[config.mk]
export PLATFORM = sky130hd
export DESIGN_NAME = aes_ct_serializer
export DESIGN_NICKNAME = d
export VERILOG_FILES = /design/src/rtl/aes_ser_pkg.sv /design/src/rtl/aes_ser_fifo.sv /design/src/rtl/aes_ct_serializer.sv
export SDC_FILE = /design/constraint.sdc
export NUM_CORES = 1
export LEC_CHECK = 0
export CAP_MARGIN = 15
export CORE_MARGIN = 2
export CORE_UTILIZATION = 55
export DETAILED_ROUTE_END_ITERATION = 10
export DONT_BUFFER_PORTS = 1
export GPL_TIMING_DRIVEN = 0
export PLACE_DENSITY_LB_ADDON = 0.2
export SKIP_CTS_REPAIR_TIMING = 1
export SLEW_MARGIN = 15
export SYNTH_ARGS = -nofsm -noshare
export SYNTH_HDL_FRONTEND = slang
export SYNTH_SLANG_ARGS = --single-unit
[constraint.sdc]
create_clock -name clk -period 5 [get_ports clk]
set_input_delay 1.25 -clock clk [delete_from_list [all_inputs] [get_ports clk]]
set_output_delay 1.25 -clock clk [all_outputs]
set_load 0.02 [all_outputs]
[src/rtl/aes_ser_pkg.sv]
// aes_ser_pkg
// Shared types and constants for the AES ciphertext serializer.
//   BLK_W / WORD_W / WORDS_PER_BLK : block and output word geometry
//   ser_state_t                    : serializer FSM state encoding
//   blk_t                          : one 128-bit cipher block
package aes_ser_pkg;

  localparam int BLK_W         = 128;
  localparam int WORD_W        = 32;
  localparam int WORDS_PER_BLK = 4;

  typedef enum logic {
    IDLE = 1'b0,
    SEND = 1'b1
  } ser_state_t;

  typedef logic [BLK_W-1:0] blk_t;

endpackage

[src/rtl/aes_ser_fifo.sv]
// aes_ser_fifo
// DEPTH x 128-bit block FIFO. The head entry is visible on rdata
// without a read strobe, so the serializer can walk its words in place.
// Storage is not reset; only the pointers are.
// Ports:
//   clk    : clock, rising edge
//   rst_n  : asynchronous active-low reset (pointers only)
//   push   : write wdata at the tail (caller guarantees room, or a same-edge pop)
//   wdata  : block to store
//   pop    : discard the head entry (caller guarantees non-empty)
//   rdata  : current head block
//   count  : occupied entries, 0..DEPTH
module aes_ser_fifo
  import aes_ser_pkg::*;
#(
  parameter int DEPTH = 4
) (
  input  logic                   clk,
  input  logic                   rst_n,
  input  logic                   push,
  input  logic [BLK_W-1:0]       wdata,
  input  logic                   pop,
  output logic [BLK_W-1:0]       rdata,
  output logic [$clog2(DEPTH):0] count
);

  localparam int AW = $clog2(DEPTH);

  blk_t        mem [DEPTH];
  logic [AW:0] wr_ptr_reg;
  logic [AW:0] rd_ptr_reg;

  // Pointers carry one wrap bit so full and empty are distinguishable
  // and the occupancy falls out of a plain subtraction.
  always_ff @(posedge clk or negedge rst_n) begin
    if (!rst_n) begin
      wr_ptr_reg <= '0;
      rd_ptr_reg <= '0;
    end else begin
      if (push) wr_ptr_reg <= wr_ptr_reg + 1'b1;
      if (pop)  rd_ptr_reg <= rd_ptr_reg + 1'b1;
    end
  end

  // When full, a push only happens together with a pop, so the write lands
  // in the slot being vacated and the head seen this cycle is unaffected.
  always_ff @(posedge clk) begin
    if (push) mem[wr_ptr_reg[AW-1:0]] <= wdata;
  end

  assign rdata = mem[rd_ptr_reg[AW-1:0]];
  assign count = wr_ptr_reg - rd_ptr_reg;

endmodule

[src/rtl/aes_ct_serializer.sv]
// aes_ct_serializer
// Sits after the pipelined AES-128 core. Tracks which pipeline slots hold
// real blocks, captures those results into a block FIFO and streams each
// block out as four 32-bit words (most significant word first) over a
// valid/ready handshake.
// Build option: define AES_SER_DROP_CNT_EN to add the saturating drop_cnt
// output; without it only the sticky overflow flag reports drops.
// Ports:
//   clk        : clock, rising edge
//   reset      : asynchronous active-low reset
//   in_valid   : real block presented to the AES core this cycle
//   cryptokey  : AES core output, sampled LATENCY cycles after in_valid
//   out_data   : current output word (0 when out_valid is low)
//   out_valid  : out_data holds a word
//   out_ready  : consumer accepts the word
//   out_last   : fourth word of a block
//   overflow   : sticky, a result was dropped on a full FIFO
//   fifo_count : occupied FIFO entries
//   drop_cnt   : (option) dropped results, saturating at 255
module aes_ct_serializer
  import aes_ser_pkg::*;
#(
  parameter int LATENCY = 11,
  parameter int DEPTH   = 4
) (
  input  logic                   clk,
  input  logic                   reset,
  input  logic                   in_valid,
  input  logic [BLK_W-1:0]       cryptokey,
  output logic [WORD_W-1:0]      out_data,
  output logic                   out_valid,
  input  logic                   out_ready,
  output logic                   out_last,
  output logic                   overflow,
  output logic [$clog2(DEPTH):0] fifo_count
`ifdef AES_SER_DROP_CNT_EN
  ,
  output logic [7:0]             drop_cnt
`endif
);

  localparam int         CW       = $clog2(DEPTH) + 1;
  localparam logic [1:0] LAST_IDX = 2'(WORDS_PER_BLK - 1);

  logic [LATENCY-1:0] vld_sr_reg;
  logic               capture;
  logic               accept;
  logic               pop;
  logic               push;
  logic               drop;
  logic [1:0]         idx_reg;
  logic [1:0]         idx_next;
  ser_state_t         state_reg;
  ser_state_t         state_next;
  logic               send_valid;
  logic               overflow_reg;
  logic [BLK_W-1:0]   head;
  logic [WORD_W-1:0]  head_word [WORDS_PER_BLK];

  // ------------------------------------------------------------------
  // Slot tracking: bit k set means the block sampled k+1 edges ago was
  // real, so the top bit marks the edge its ciphertext appears.
  // ------------------------------------------------------------------
  generate
    if (LATENCY == 1) begin : g_sr_single
      always_ff @(posedge clk or negedge reset) begin
        if (!reset) vld_sr_reg <= '0;
        else        vld_sr_reg <= in_valid;
      end
    end else begin : g_sr_multi
      always_ff @(posedge clk or negedge reset) begin
        if (!reset) vld_sr_reg <= '0;
        else        vld_sr_reg <= {vld_sr_reg[LATENCY-2:0], in_valid};
      end
    end
  endgenerate

  assign capture = vld_sr_reg[LATENCY-1];

  // A full FIFO still takes the new block if the head leaves on this edge.
  assign accept = (state_reg == SEND) && out_ready;
  assign pop    = accept && (idx_reg == LAST_IDX);
  assign push   = capture && ((fifo_count < CW'(DEPTH)) || pop);
  assign drop   = capture && !push;

  aes_ser_fifo #(
    .DEPTH (DEPTH)
  ) u_fifo (
    .clk   (clk),
    .rst_n (reset),
    .push  (push),
    .wdata (cryptokey),
    .pop   (pop),
    .rdata (head),
    .count (fifo_count)
  );

  // Word 0 is the most significant slice of the block.
  generate
    for (genvar gi = 0; gi < WORDS_PER_BLK; gi++) begin : g_word
      assign head_word[gi] = head[BLK_W-1-gi*WORD_W -: WORD_W];
    end
  endgenerate

  // ------------------------------------------------------------------
  // Serializer FSM
  // ------------------------------------------------------------------
  always_ff @(posedge clk or negedge reset) begin
    if (!reset) begin
      state_reg <= IDLE;
      idx_reg   <= '0;
    end else begin
      state_reg <= state_next;
      idx_reg   <= idx_next;
    end
  end

  always_comb begin
    state_next = state_reg;
    idx_next   = idx_reg;
    send_valid = 1'b0;
    case (state_reg)
      IDLE: begin
        if (fifo_count != '0) state_next = SEND;
      end
      SEND: begin
        send_valid = 1'b1;
        if (accept) begin
          // Two-bit index wraps to 0 after the last word by itself.
          idx_next = idx_reg + 2'd1;
          if (idx_reg == LAST_IDX) begin
            // Keep streaming if anything is left after the pop, counting a
            // block captured on the same edge, so back-to-back blocks
            // leave no bubble.
            if ((fifo_count > CW'(1)) || push) state_next = SEND;
            else                               state_next = IDLE;
          end
        end
      end
      default: state_next = IDLE;
    endcase
  end

  // idx and the head only move on acceptance, which keeps the word stable
  // under backpressure.
  assign out_valid = send_valid;
  assign out_data  = send_valid ? head_word[idx_reg] : '0;
  assign out_last  = send_valid && (idx_reg == LAST_IDX);

  // ------------------------------------------------------------------
  // Drop reporting
  // ------------------------------------------------------------------
  always_ff @(posedge clk or negedge reset) begin
    if (!reset)    overflow_reg <= 1'b0;
    else if (drop) overflow_reg <= 1'b1;
  end

  assign overflow = overflow_reg;

`ifdef AES_SER_DROP_CNT_EN
  logic [7:0] drop_cnt_reg;

  always_ff @(posedge clk or negedge reset) begin
    if (!reset) begin
      drop_cnt_reg <= '0;
    end else if (drop && (drop_cnt_reg != 8'hff)) begin
      drop_cnt_reg <= drop_cnt_reg + 8'd1;
    end
  end

  assign drop_cnt = drop_cnt_reg;
`endif

endmodule

==> key figures <==
Die
  – Die Span Y: 198 um
  – Row cnt: 71
  – Initial Util: 55.4%
  – Chip width: 198 um
  – Core area: 37400 um^2
  – IO Pins: 170
  – Die ar.: 39200 um^2

Global route
  – Antenna violations before repair: 0
  – Largest net degree at the start of global routing: 51
  – Vias in the first global route: ~10000
  – Final global-route overflow total: 0
  – Global-route wire length before repair: 64.1 mm
  – GRT Util Overall: 22.8%

STA
  – Final slew viol count: 0
  – Clock skew: 10.1 ps
  – Worst Tran Pin Value: 909 ps
  – Endpoints failing setup: 0
  – Unrepaired setup endpoints after global routing: false
  – Slew HR: 39.4%
  – Tcrit/Tclk final: 86.8%
  – Fmax: 230 MHz
  – Final Hold Fails: 0
  – Fin crit period: about 4300 ps
  – Final WS setup: about 660 ps

Clock network
  – CTS tree: done
  – CTS clk-pin slew, worst paths: 60 ps
  – Total clock sinks: 533
  – Root Buffer Master: clkbuf_16
  – Max Buffers Root-to-Sink: 3
  – CTS buffer count: 53
  – Clk_lat worst skew: 590 ps
  – H-tree Lvls: 2

Yosys
  – Yosys reg bits: 533
  – Top-count cell post-synth: edfxtp_1
  – Ys async rst share: 3.94%
  – Register area share after synthesis: between 70% and 80%
  – Post-Synthesis Cells: 1094
  – Synth warn: 0
  – Synth Net Count: 1234
  – Netlist cell types: 32
  – Share of the synthesized area in the top cell type: 74.2%
  – Largest area contributor in the netlist: edfxtp_1
  – Mux share of post-synthesis cell area: 13.0%
  – EDFF count, synth: 512
  – Adder-cell area share of the yosys netlist: less than 1%
  – Syn Std Cell Area: 20700 um^2
  – Main combinational cell family by area after synthesis: multiplexers
  – Xor/xnor share of the synthesized area: 0.254%
  – Synth Area in Compound Gates: ~4.7%
  – Syn_area_per_cell: 18.9 um^2
  – Simple-gate area share of the yosys netlist: 2.56%
  – Commonest cells post-synth: 512 x edfxtp_1, 208 x mux2i_1, 104 x a22oi_1, 38 x nand2_1, 33 x nand3_1
  – Ys flop type: edfxtp_1
  – Top post-synthesis cells by area: edfxtp_1 74%, mux2i_1 10%, a22oi_1 3.8%, dfrtp_1 2.5%, mux4_1 1.5%

Detailed routing
  – Via Count: 10100
  – TritonRoute pass-1 iters: 5
  – Drt initial violations: 715
  – Detail Route Antenna Nets: 0
  – Via-to-Cell Ratio: 5.87
  – Routed wire length: 44.5 mm
  – Drt wl/cell: 26.0 um
  – # DRC: 0

Layout
  – Final non-filler cell total: 1713
  – Max reg flops: 512
  – Share of layout cells above drive strength 1: 12.1%
  – Fin nets: 1299
  – Final Instance Area: around 23000 um^2
  – Total inserted antenna cells: 0
  – Layout area overhead: 12.6%

Placement
  – RD Place Congestion: 0.738
  – Pre-CTS setup slack: between 1000 and 1500 ps
  – Post-detail-place hpwl: between 20 and 30 mm
  – Placed instance area: 21600 um^2
  – Dpl cells: roughly 1600
  – Port Buf Inserts: 0

Power
  – Max IR drop VDD: approximately 0.35 mV
  – Leakage: 8.12 nW
  – Power density cells: 662 nW/um^2
  – Pwr Total: 15.4 mW

Worst setup path
  – Critical Path RT: 3750 ps
  – CP Launch Type: flip-flop
  – Worst Setup End Kind: primary output
  – Crit path max fanout: 10
  – Critical path arrival: 3090 ps
  – CP Class: flip-flop to primary output

Flow run
  – Max-cap violations: 0

Hold path
  – Type of the most critical hold path: flip-flop to flip-flop

Status
  – Outcome: finished, final reports clean
[logic make-up after synthesis]
group                    after synthesis
multiplexers                         235
flip-flops                           533
AND/OR/NAND/NOR                      107
buffers and inverters                 65
XOR/XNOR                               6
adder cells (fa/ha/maj)                8
AO/OA/AOI/OAI                        140
[worst max-delay path, cell delays in order (launching register included)]
cell	delay [ps]
dfrtp_1	460
buf_2	240
nor2_2	510
clkbuf_1	630
a22oi_1	260
nand3_1	170
o21ai_1	240
[metal layers]
layer	part of all wire (%)	global-route usage (%)
met1	40	29.1
met2	50	37.7
met3	8.3	7.46
met4	2.2	6.49
met5	0	0
[stage by stage]
step	setup TNS (ps)	hold slack, ps	utilization, %
detailed placement	0	335	57.8
global route	0	320	62.4
floorplan	0	331	-
global placement	-71920	333	57.1
CTS	0	321	62.4
finish	0	347	62.4
[power by group]
| group | switching [mW] | total (mW) | internal [mW] |
|---|---|---|---|
| Clock | 1.60 | 3.86 | 2.26 |
| Sequential | 0.233 | 6.31 | 6.07 |
| Combinational | 3.49 | 5.27 | 1.78 |
| Total | 5.32 | 15.4 | 10.1 |
[area by class of cell]
cell class | instances | area, um^2
sequential | 533 | 15900
fill | 2649 | 14100
multi-input combinational | 496 | 4380
clock buffer | 61 | 1400
tap | 511 | 639
buffer | 61 | 438
clock inverter | 37 | 308
timing repair buffer | 10 | 253
inverter | 4 | 15.0
[cell usage in the layout, fill, tap and decap left out, drive strengths merged, types with 21 or more instances in the layout]
| master | n |
|---|---|
| a22oi | 104 |
| buf | 44 |
| clkbuf | 88 |
| clkinv | 28 |
| dfrtp | 21 |
| edfxtp | 512 |
| mux2i | 208 |
| mux4 | 24 |
| nand2 | 38 |
| nand2b | 24 |
| nand3 | 33 |
| o21ai | 32 |
[final timing paths]
check,from,to,slack [ps],cells past startpoint
worst max register to register,u_fifo.wr_ptr_reg[0]$_DFFE_PN0P_,u_fifo.mem[2][114]$_DFFE_PP_,1620,9
worst max-delay path,u_fifo.rd_ptr_reg[1]$_DFFE_PN0P_,out_data[11],660,6
max in group asynchronous,reset,u_fifo.rd_ptr_reg[0]$_DFFE_PN0P_,4570,0
worst min register to register,vld_sr_reg[7]$_DFF_PN0_,vld_sr_reg[8]$_DFF_PN0_,350,0
min in group asynchronous,reset,u_fifo.wr_ptr_reg[2]$_DFFE_PN0P_,360,0
worst min-delay path,vld_sr_reg[7]$_DFF_PN0_,vld_sr_reg[8]$_DFF_PN0_,350,0
Note: power is estimated with default switching activity, not from simulation.
